$ cat src/rtl/memsys_pkg.sv
// Shared memory-system definitions: SRAM sequencer states, requester ids and
// SRAM/block geometry used to size the arbiter.
package memsys_pkg;

  typedef enum logic [2:0] {
    S_IDLE     = 3'd0,
    S_W_SETUP  = 3'd1,
    S_W_STROBE = 3'd2,
    S_R_ADDR   = 3'd3,
    S_R_CAP    = 3'd4,
    S_TURN     = 3'd5
  } state_e;

  localparam int PORT_RF     = 0;
  localparam int PORT_DBG    = 1;
  localparam int SRAM_DEPTH  = 2048;
  localparam int BLOCK_WORDS = 32;

endpackage

$ cat src/rtl/rr_arbiter2.sv
// Two-way round-robin arbiter. The pointer only moves when both ports
// contend, so a lone requester never steals the other port's next turn.
module rr_arbiter2
  import memsys_pkg::*;
(
  input  logic       clk,
  input  logic       rst,
  input  logic [1:0] req,
  input  logic       advance,
  output logic       grant,
  output logic       ptr_q
);

  always_comb begin
    grant = req[1];
    if (req == 2'b11) grant = ptr_q;
  end

  always_ff @(posedge clk or negedge rst) begin
    if (!rst) begin
      ptr_q <= 1'(PORT_RF);
    end else if (advance && (req == 2'b11)) begin
      ptr_q <= ~ptr_q;
    end
  end

endmodule

$ cat src/rtl/sram_arbiter.sv
// Shares the 2048x32 asynchronous SRAM between the register-file engine and the
// debug reader, sequencing write strobes, output enable and bus turnaround.
module sram_arbiter
  import memsys_pkg::*;
#(
  parameter int ADDR_W = $clog2(SRAM_DEPTH),
  parameter int DATA_W = 32,
  parameter int LEN_W  = $clog2(BLOCK_WORDS)
) (
  input  logic              clk,
  input  logic              rst,
  input  logic              req0,
  input  logic              we0,
  input  logic [ADDR_W-1:0] addr0,
  input  logic [LEN_W-1:0]  len0,
  input  logic [DATA_W-1:0] wdata0,
  output logic              gnt0,
  output logic              ack0,
  output logic              done0,
  input  logic              req1,
  input  logic              we1,
  input  logic [ADDR_W-1:0] addr1,
  input  logic [LEN_W-1:0]  len1,
  input  logic [DATA_W-1:0] wdata1,
  output logic              gnt1,
  output logic              ack1,
  output logic              done1,
  output logic [1:0]        rvalid,
  output logic [DATA_W-1:0] rdata,
  output logic [ADDR_W-1:0] sram_adrx,
  output logic [DATA_W-1:0] sram_wdata,
  output logic              sram_wdata_en,
  output logic              sram_read,
  output logic              sram_not_out_en,
  input  logic [DATA_W-1:0] sram_rdata
);

  state_e            state_q;
  logic              owner_q;
  logic [ADDR_W-1:0] baseAddr_q;
  logic [LEN_W-1:0]  len_q;
  logic [LEN_W-1:0]  beat_q;
  logic [LEN_W-1:0]  beat_d;
  logic [ADDR_W-1:0] adrx_d;

  logic              grantIdx;
  logic              unusedRrPtr;
  logic              startXfer;
  logic              lastBeat;
  logic              ownerIsDbg;
  logic              selWe;
  logic [ADDR_W-1:0] selAddr;
  logic [LEN_W-1:0]  selLen;
  logic [DATA_W-1:0] selWdata;
  logic [DATA_W-1:0] ownerWdata;

  assign startXfer = (state_q == S_IDLE) && (req0 || req1);

  rr_arbiter2 u_rr (
    .clk     (clk),
    .rst     (rst),
    .req     ({req1, req0}),
    .advance (startXfer),
    .grant   (grantIdx),
    .ptr_q   (unusedRrPtr)
  );

  // Address wraps naturally at 2^ADDR_W because adrx_d is ADDR_W bits wide.
  always_comb begin
    selWe      = grantIdx ? we1    : we0;
    selAddr    = grantIdx ? addr1  : addr0;
    selLen     = grantIdx ? len1   : len0;
    selWdata   = grantIdx ? wdata1 : wdata0;
    ownerWdata = owner_q  ? wdata1 : wdata0;
    ownerIsDbg = (owner_q == 1'(PORT_DBG));
    beat_d     = beat_q + 1'b1;
    adrx_d     = baseAddr_q + ADDR_W'(beat_d);
    lastBeat   = (beat_q == len_q);
  end

  always_ff @(posedge clk or negedge rst) begin
    if (!rst) begin
      state_q         <= S_IDLE;
      owner_q         <= 1'b0;
      baseAddr_q      <= '0;
      len_q           <= '0;
      beat_q          <= '0;
      gnt0            <= 1'b0;
      gnt1            <= 1'b0;
      ack0            <= 1'b0;
      ack1            <= 1'b0;
      done0           <= 1'b0;
      done1           <= 1'b0;
      rvalid          <= '0;
      rdata           <= '0;
      sram_adrx       <= '0;
      sram_wdata      <= '0;
      sram_wdata_en   <= 1'b0;
      sram_read       <= 1'b1;
      sram_not_out_en <= 1'b1;
    end else begin
      ack0   <= 1'b0;
      ack1   <= 1'b0;
      done0  <= 1'b0;
      done1  <= 1'b0;
      rvalid <= '0;
      case (state_q)
        S_IDLE: begin
          if (startXfer) begin
            owner_q    <= grantIdx;
            baseAddr_q <= selAddr;
            len_q      <= selLen;
            beat_q     <= '0;
            gnt0       <= ~grantIdx;
            gnt1       <= grantIdx;
            sram_adrx  <= selAddr;
            if (selWe) begin
              state_q       <= S_W_SETUP;
              sram_wdata    <= selWdata;
              sram_wdata_en <= 1'b1;
            end else begin
              state_q         <= S_R_ADDR;
              sram_not_out_en <= 1'b0;
            end
          end
        end
        S_W_SETUP: begin
          sram_wdata <= ownerWdata;
          sram_read  <= 1'b0;
          ack0       <= ~ownerIsDbg;
          ack1       <= ownerIsDbg;
          state_q    <= S_W_STROBE;
        end
        S_W_STROBE: begin
          sram_read <= 1'b1;
          if (lastBeat) begin
            sram_wdata_en <= 1'b0;
            done0         <= ~ownerIsDbg;
            done1         <= ownerIsDbg;
            state_q       <= S_TURN;
          end else begin
            beat_q    <= beat_d;
            sram_adrx <= adrx_d;
            state_q   <= S_W_SETUP;
          end
        end
        S_R_ADDR: begin
          state_q <= S_R_CAP;
        end
        S_R_CAP: begin
          rdata  <= sram_rdata;
          rvalid <= ownerIsDbg ? 2'b10 : 2'b01;
          if (lastBeat) begin
            sram_not_out_en <= 1'b1;
            done0           <= ~ownerIsDbg;
            done1           <= ownerIsDbg;
            state_q         <= S_TURN;
          end else begin
            beat_q    <= beat_d;
            sram_adrx <= adrx_d;
            state_q   <= S_R_ADDR;
          end
        end
        S_TURN: begin
          gnt0    <= 1'b0;
          gnt1    <= 1'b0;
          state_q <= S_IDLE;
        end
        default: begin
          state_q <= S_IDLE;
        end
      endcase
    end
  end

endmodule

$ cat config.mk
export PLATFORM = sky130hd
export DESIGN_NAME = sram_arbiter
export DESIGN_NICKNAME = d
export VERILOG_FILES = /design/src/rtl/memsys_pkg.sv /design/src/rtl/rr_arbiter2.sv /design/src/rtl/sram_arbiter.sv
export SDC_FILE = /design/constraint.sdc
export NUM_CORES = 1
export LEC_CHECK = 0
export CAP_MARGIN = 20
export CORE_AREA = 2 2 146 91
export DETAILED_ROUTE_END_ITERATION = 8
export DIE_AREA = 0 0 148 93
export PLACE_DENSITY = 0.83
export SYNTH_ARGS = -nofsm -noshare
export SYNTH_HDL_FRONTEND = slang
export SYNTH_SLANG_ARGS = --single-unit
export TNS_END_PERCENT = 20
$ cat constraint.sdc
create_clock -name clk -period 3 [get_ports clk]
set_input_delay 0.75 -clock clk [delete_from_list [all_inputs] [get_ports clk]]
set_output_delay 0.75 -clock clk [all_outputs]
set_load 0.01 [all_outputs]
==> key figures <==
Outcome
  – Status: finished clean

Routing
  – Antenna Violating Nets Remaining: 0
  – Vias per cell: 4.986
  – Remaining design rule violation count: 0
  – Average detailed-routed wire length per instance: 15.77 um
  – Number of iterations in the first detailed-routing pass: 5
  – 1st-iter DRT viols: 243
  – Overall routed net length: 14400 um
  – DR vias: 4552

Timing
  – Count of final setup violators: 0
  – Final cycle utilization of the critical path: 88.89%
  – Unrepaired setup endpoints after global routing: false
  – Hold WS: 0.2860 ns
  – Final TNS setup: 0 ns
  – Final-report hold violation count: 0
  – Max-slew violations: 0
  – Min Clock Period, post-route: 2.667 ns
  – Clock skew: 0.01037 ns
  – Relative slew margins: 63.11%
  – Transition at the pin with the smallest max-transition slack: 0.5533 ns
  – Maximum frequency from static timing analysis: 0.3750 GHz

Worst setup path
  – Category of the worst setup path capture point: flop
  – Cell-by-cell trace of the critical path: ha_1 > nand3_1 > xnor2_1 > ha_1 > and2_1 > a221oi_1 > a21oi_1 > xor2_1 > o221a_1
  – Delay of the slowest critical-path stage: 0.49 ns
  – CP bufs+invs: 0
  – Standard cell with the maximum stage delay on the critical path: sky130_fd_sc_hd__a221oi_1
  – Library cell appearing most often on the critical path: sky130_fd_sc_hd__ha_1
  – Data required time at the worst endpoint: 3.23 ns
  – CP max FO: 6
  – Crit path launch type: flop
  – Worst setup path category: reg2reg
  – CP delay by family, top: compound AO/OA/AOI/OAI gates
  – Data arrival time at the worst-slack endpoint: 2.89 ns

Synthesis
  – Biggest area contributors in the synthesized netlist: sky130_fd_sc_hd__dfrtp_1 (52%), sky130_fd_sc_hd__mux2i_1 (9.1%), sky130_fd_sc_hd__nand2_1 (8.6%)
  – Area fraction of the dominant cell type after synthesis: 52.38%
  – Net count after synthesis: 666
  – Total standard cell area after synthesis: 5255 um2
  – Most common cell in the netlist: sky130_fd_sc_hd__nand2_1
  – Synth Flop Type: sky130_fd_sc_hd__dfrtp_1
  – Post-synth EDFFs: 0
  – Number of unique standard cell types used by synthesis: 49
  – Async S/R FF share, synth: 100.0%
  – Post-synthesis sequential area ratio: 53.38%
  – Dominant cell type by area after synthesis: sky130_fd_sc_hd__dfrtp_1
  – Top cell types by occurrence after synthesis: sky130_fd_sc_hd__nand2_1 (121), sky130_fd_sc_hd__dfrtp_1 (110), sky130_fd_sc_hd__a21oi_1 (50)
  – Mapped Avg Cell Area: 10.03 um2
  – Count of yosys warnings during synthesis: 0
  – Number of flip-flops and latches in the synthesized netlist: 112
  – Syn Inst Count: 524

Run
  – Maximum capacitance violations: 0

Floorplanning
  – Overall die width: 148 um
  – Cell Rows: 32
  – Initial Util: 42.07%
  – Die footprint: 13760 um2
  – Core outline area: 12490 um2
  – Height of the die: 93 um
  – Boundary pin count: 220

Placement
  – Detailed placement HPWL: 11030 um
  – Final weighted congestion in routability-driven placement: 0.9182
  – Total placed instance area: 7635 um2
  – Count of input and output buffers: 219

GRT
  – Met1 Usage GRT: 28.26%
  – Vias in the first global route: 4584
  – Met2 layer usage reported by global route: 35.07%
  – Total congestion overflow: 0
  – Most congested layer reported by global routing: met2
  – Met3 Track Usage GR: 7.171%
  – Pin count of the biggest net entering global routing: 65
  – Antenna violations before repair: 0
  – First-pass GRT wire length: 23270 um
  – Global-route total usage across every layer: 21.38%

Clock tree
  – Number of levels in the clock H-tree: 3
  – Number of buffers between clock root and the deepest sink: 2
  – Clock sink total: 112
  – TritonCTS clock tree: built
  – CTS root buffer: sky130_fd_sc_hd__clkbuf_16
  – Number of buffers created by CTS: 9
  – Number of buffers added to fix hold violations after cts: 0
  – Worst skew pair latency: 0.34 ns
  – Register clock-pin slew on the reported worst setup and hold paths: 0.08 ns
  – Number of instances resized during post-cts repair: 0
  – Buffer count from post-CTS setup fixing: 0

Finish
  – Final Cell Area: 7913 um2
  – Area growth from synthesis to layout: 50.57%
  – Number of nets in the finished design: 880
  – Antenna diodes: 0
  – Share of the core filled with cells in the final layout: 63.34%
  – Fraction of layout cells with a size suffix above 1: 5.384%

Power
  – Static leakage power: 3.625 nW
  – Power Dens Cells: 380.4 nW/um2
  – Worst IR Drop VDD: 0.2811 mV

Hold path
  – Class of the tightest hold or removal check: in2async
## path summary, 6_finish.rpt
path / start / to / slack (ns) / cells after the start
max: beat_q[0] / sram_adrx[9] / 0.33 / 9
min: rst / len_q[0] / 0.29 / 1
max reg2reg: beat_q[0] / sram_adrx[9] / 0.33 / 9
min reg2reg: rdata[2] / rdata[2] / 0.48 / 2
max in group asynchronous: rst / rdata[10] / 2.05 / 2
min in group clk: rdata[2] / rdata[2] / 0.48 / 2
## area by class of cell
cell class | count | area [um2]
clock buffer | 9 | 225.2
clock inverter | 7 | 52.55
fill | 996 | 4579
inverter | 5 | 18.77
multi-input combinational | 379 | 2281
sequential | 112 | 2805
tap | 170 | 212.7
timing repair buffer | 231 | 2317
## through the flow
stage,total power [mW],cells,setup slack (ns)
3_5_place_dp,1.909,897,0.3140
5_1_grt,3.127,913,0.1426
3_3_place_gp,1.901,897,0.4059
4_1_cts,3.047,913,0.3356
6_report,3.010,913,0.3333
2_1_floorplan,1.639,524,0.6062
## state kept, by name, summed over array words and instances (netlist names), 2 cells and up
register    cells
len_q           5
state_q         3
rdata          32
sram_adrx      11
baseAddr_q     11
rvalid          2
sram_wdata     32
beat_q          5
## routing by layer
metal / wire [um] / up-vias
met1: 6422 / 2148
met4: 63 / 0
met2: 6698 / 173
met3: 1212 / 4
met5: 0 / -
li1: - / 2227
## cells in the final DEF, fill, tap and decap left out, types with 9 or more instances in the layout
cell type	synthesis	layout
sky130_fd_sc_hd__a21oi_1	50	50
sky130_fd_sc_hd__buf_4	4	10
sky130_fd_sc_hd__clkbuf_16	0	9
sky130_fd_sc_hd__clkdlybuf4s50_1	0	218
sky130_fd_sc_hd__dfrtp_1	110	110
sky130_fd_sc_hd__mux2i_1	48	48
sky130_fd_sc_hd__nand2_1	121	121
sky130_fd_sc_hd__nor2_1	43	43
sky130_fd_sc_hd__o21ai_0	19	19
sky130_fd_sc_hd__xor2_1	12	12
## cells by family after synthesis
group,synth area share (%)
AOI/OAI and AO/OA,13.55
xor gates and xnor gates,2.667
adders and majority gates,2.048
buffers and inverters,3.310
DFF,53.38
muxes,9.571
and+or+nand+nor,15.48
## report_power, final
group / switching (mW) / leakage (nW) / internal, mW
registers: 0.0120 / 1.27 / 1.53
clock network: 0.563 / 0.137 / 0.572
logic: 0.110 / 2.22 / 0.223
total: 0.685 / 3.63 / 2.33
Note: power is estimated with default switching activity, not from simulation.
==> edit 1, RTL diff (same settings) <==
Encoding of `state_e`: now one-hot (6 bits for 6 states).
--- a/src/rtl/memsys_pkg.sv
+++ b/src/rtl/memsys_pkg.sv
@@ -3,11 +3,11 @@
 package memsys_pkg;
 
-  typedef enum logic [2:0] {
-    S_IDLE     = 3'd0,
-    S_W_SETUP  = 3'd1,
-    S_W_STROBE = 3'd2,
-    S_R_ADDR   = 3'd3,
-    S_R_CAP    = 3'd4,
-    S_TURN     = 3'd5
+  typedef enum logic [5:0] {
+    S_IDLE     = 6'b000001,
+    S_W_SETUP  = 6'b000010,
+    S_W_STROBE = 6'b000100,
+    S_R_ADDR   = 6'b001000,
+    S_R_CAP    = 6'b010000,
+    S_TURN     = 6'b100000
   } state_e;
 
Behaviour: no difference found for any inputs over 4 cycles, from zero or initial values and one cycle with rst low; so few cycles prove little.
==> edit 1 against the original RTL <==
Cell area is 7.5% higher. Sequential cell count rose by 3. Sequential share of layout area decreased by 1.6 points. Die area unchanged. Setup slack got worse by 45 ps. Largest cell class unchanged. Routed wire length rose by 10%. Cell count is 1.6% lower. Synthesized area up 4.5%.
Power is not compared: it rests on default switching activity, and its combinational part moved more than twofold at a synthesized area within 25%.
==> edit 1: results <==
{
  "run_status": "complete, no violations",
  "synthesis.nets": 635,
  "nets": 857,
  "insertion_delay_ps": 400,
  "dp_cells": 866,
  "synth_area_leaders": "dfrtp_1 51%, mux2_2 7.6%, mux2i_1 7.1%, nor2_1 3.6%, a21oi_1 3.5%",
  "clkCellAreaFrac": 0.0749,
  "layout.nonclk_buf_frac": 0.272,
  "num-nonclk-buffers": 230,
  "grt_pass1_wl_um": 24800,
  "nMultiInputCombCells": 345,
  "ys_ff_latch": 115,
  "critPathArrivalTime_ps": 3050,
  "netlist_top_cells_count": "112 x dfrtp_1, 52 x nor2_1, 39 x mux2i_1",
  "num-clock-buffers": 20,
  "grtUsageTotal": 0.232,
  "dpl.hpwl_um": 11800,
  "routed_via_density": 5.30,
  "yosys.area_share.adder": 0.0196,
  "synth_mux_area_frac": 0.157,
  "synth_top_family_by_area": "multiplexers",
  "inverters_excl_clock": 6,
  "clk_pin_slew_ps": 60,
  "drive_gt1_frac": 0.141,
  "cts_buffers": 17,
  "seq_share": 0.339
}
==> edit 1: metal layers <==
metal  GRT usage  share of wire
met3      0.0785          0.098
met5           0              0
met2       0.362           0.46
met4      0.0643          0.011
met1       0.310           0.43
==> edit 1: final timing paths <==
kind                                       start                     endpoint  slack, ps  depth (start not counted)
setup / recovery           beat_q[0]$_DFFE_PN0P_     sram_adrx[6]$_DFFE_PN0P_        290                          7
hold / removal                               rst        rdata[16]$_DFFE_PN0P_        370                          1
setup reg to reg           beat_q[0]$_DFFE_PN0P_     sram_adrx[6]$_DFFE_PN0P_        290                          7
hold reg to reg            sram_read$_DFFE_PN1P_        sram_read$_DFFE_PN1P_        470                          2
max in group asynchronous                    rst  sram_not_out_en$_DFFE_PN1P_       1820                          2
min in group clk           sram_read$_DFFE_PN1P_        sram_read$_DFFE_PN1P_        470                          2
==> edit 1: critical path, delay by kind of cell (launching register included) <==
family / cells / cell delay (ps)
flops: 1 / 480
compound gates: 4 / 1130
mux: 1 / 200
fa+ha+maj: 2 / 860
==> edit 2, RTL diff (same flow settings) <==
Made on the original files. `SRAM_DEPTH`: 2048 -> 4096.
--- a/src/rtl/memsys_pkg.sv
+++ b/src/rtl/memsys_pkg.sv
@@ -14,5 +14,5 @@
   localparam int PORT_RF     = 0;
   localparam int PORT_DBG    = 1;
-  localparam int SRAM_DEPTH  = 2048;
+  localparam int SRAM_DEPTH  = 4096;
   localparam int BLOCK_WORDS = 32;
 
Interface: changed (resized addr0, addr1 and sram_adrx); port bits go from 220 to 223. The function was not compared with the original's and may differ.
==> edit 2 against the original RTL <==
Synthesized area grew 8.2%. First-iteration DRC count is 28% lower. Cell count is 5.6% lower. Power up 40%. Synthesized cell count decreased by 15%. Core utilization increased by 6.9 points. Sequential cell count increased by 2. Cell area increased by 11%. Clock power increased by 100%. Setup slack improved by 25 ps. Routed wire length up 1.8%. Fmax increased by 0.95%.
==> edit 2: results <==
{
  "nFillCells": 884,
  "finClkSkew_ps": 7.44,
  "cpPeakStageDelay_ps": 470,
  "nets": 822,
  "clk_pin_slew_ps": 60,
  "grt_pass1_wl_um": 23400,
  "final_cells": 862,
  "grtUsageTotal": 0.219,
  "place_congestion": 0.805,
  "drt_wl_total_um": 14700,
  "insertion_delay_ps": 410,
  "drive_gt1_frac": 0.230,
  "layout_setup_ws_ps": 358,
  "crit_path_end": "sram_adrx[8]$_DFFE_PN0P_",
  "p_leak_uw": 0.00402,
  "dpl_worst_slack_ps": 230,
  "grt_antenna_before_repair": 1,
  "placed_cell_area_mm2": 0.00810,
  "synth_area_leaders": "dfrtp_1 49%, mux2_4 16%, mux2_2 8.1%, nand2_1 2.8%, o21ai_0 2.6%",
  "dp_cells": 830,
  "ys_seq_area_frac": 0.502,
  "rr_worst_depth": 7,
  "netlist_top_cells_count": "112 x dfrtp_1, 60 x mux2_4, 42 x nand2_1",
  "dr.pass1.iters": 4,
  "yosysUniqueCellTypes": 54,
  "first_global_vias": 4518,
  "netlist_instances": 447,
  "irDropWorstVdd_mv": 0.386,
  "run_status": "complete, no violations",
  "critPathArrivalTime_ps": 2920,
  "h-tree-depth": 4,
  "vias": 4360,
  "grt_max_degree": 51
}
## edit 2: cell count changes after synthesis, moves of 28 or more
| cell | delta |
|---|---|
| a21oi_1 | -35 |
| mux2_2 | +39 |
| mux2_4 | +60 |
| mux2i_1 | -38 |
| nand2_1 | -79 |
| nor2_1 | -28 |
## edit 2: area by class of cell
type / count / area (µm²) / area share
Clock buffer: 18 / 439 / 0.0501
Sequential cell: 114 / 2860 / 0.326
Clock inverter: 14 / 226 / 0.0258
Multi-Input combinational cell: 304 / 2650 / 0.302
Tap cell: 170 / 213 / 0.0243
Inverter: 6 / 22.5 / 0.00257
Timing Repair Buffer: 236 / 2360 / 0.269
## edit 2: stage by stage
| step | power, µW | hold slack (ps) |
|---|---|---|
| 2_1_floorplan | 1710 | 454 |
| 3_3_place_gp | 1980 | 474 |
| 3_5_place_dp | 1990 | 477 |
| 4_1_cts | 4270 | 378 |
| 5_1_grt | 4360 | 417 |
| 6_report | 4220 | 363 |
## edit 2: cells by family after synthesis
| kind of cell | Yosys count | synth area share |
|---|---|---|
| AOI/OAI and AO/OA | 82 | 0.0927 |
| adders and majority gates | 7 | 0.0167 |
| and+or+nand+nor | 86 | 0.0720 |
| DFF | 114 | 0.502 |
| xor gates and xnor gates | 18 | 0.0277 |
| muxes | 111 | 0.257 |
| buffers and inverters | 29 | 0.0315 |
## edit 2: power by group
part,switching [µW],internal [µW],total [µW]
combinational,119,266,384
sequential,15.0,1560,1580
clock,754,1510,2260
total,887,3340,4220
## edit 2: metal layers
layer | vias to the layer above | routed length, µm | GRT usage
li1 | 2061 | - | -
met1 | 2104 | 6580 | 0.293
met2 | 179 | 6780 | 0.343
met3 | 16 | 1050 | 0.0576
met4 | 0 | 239 | 0.0913
met5 | - | 0 | 0
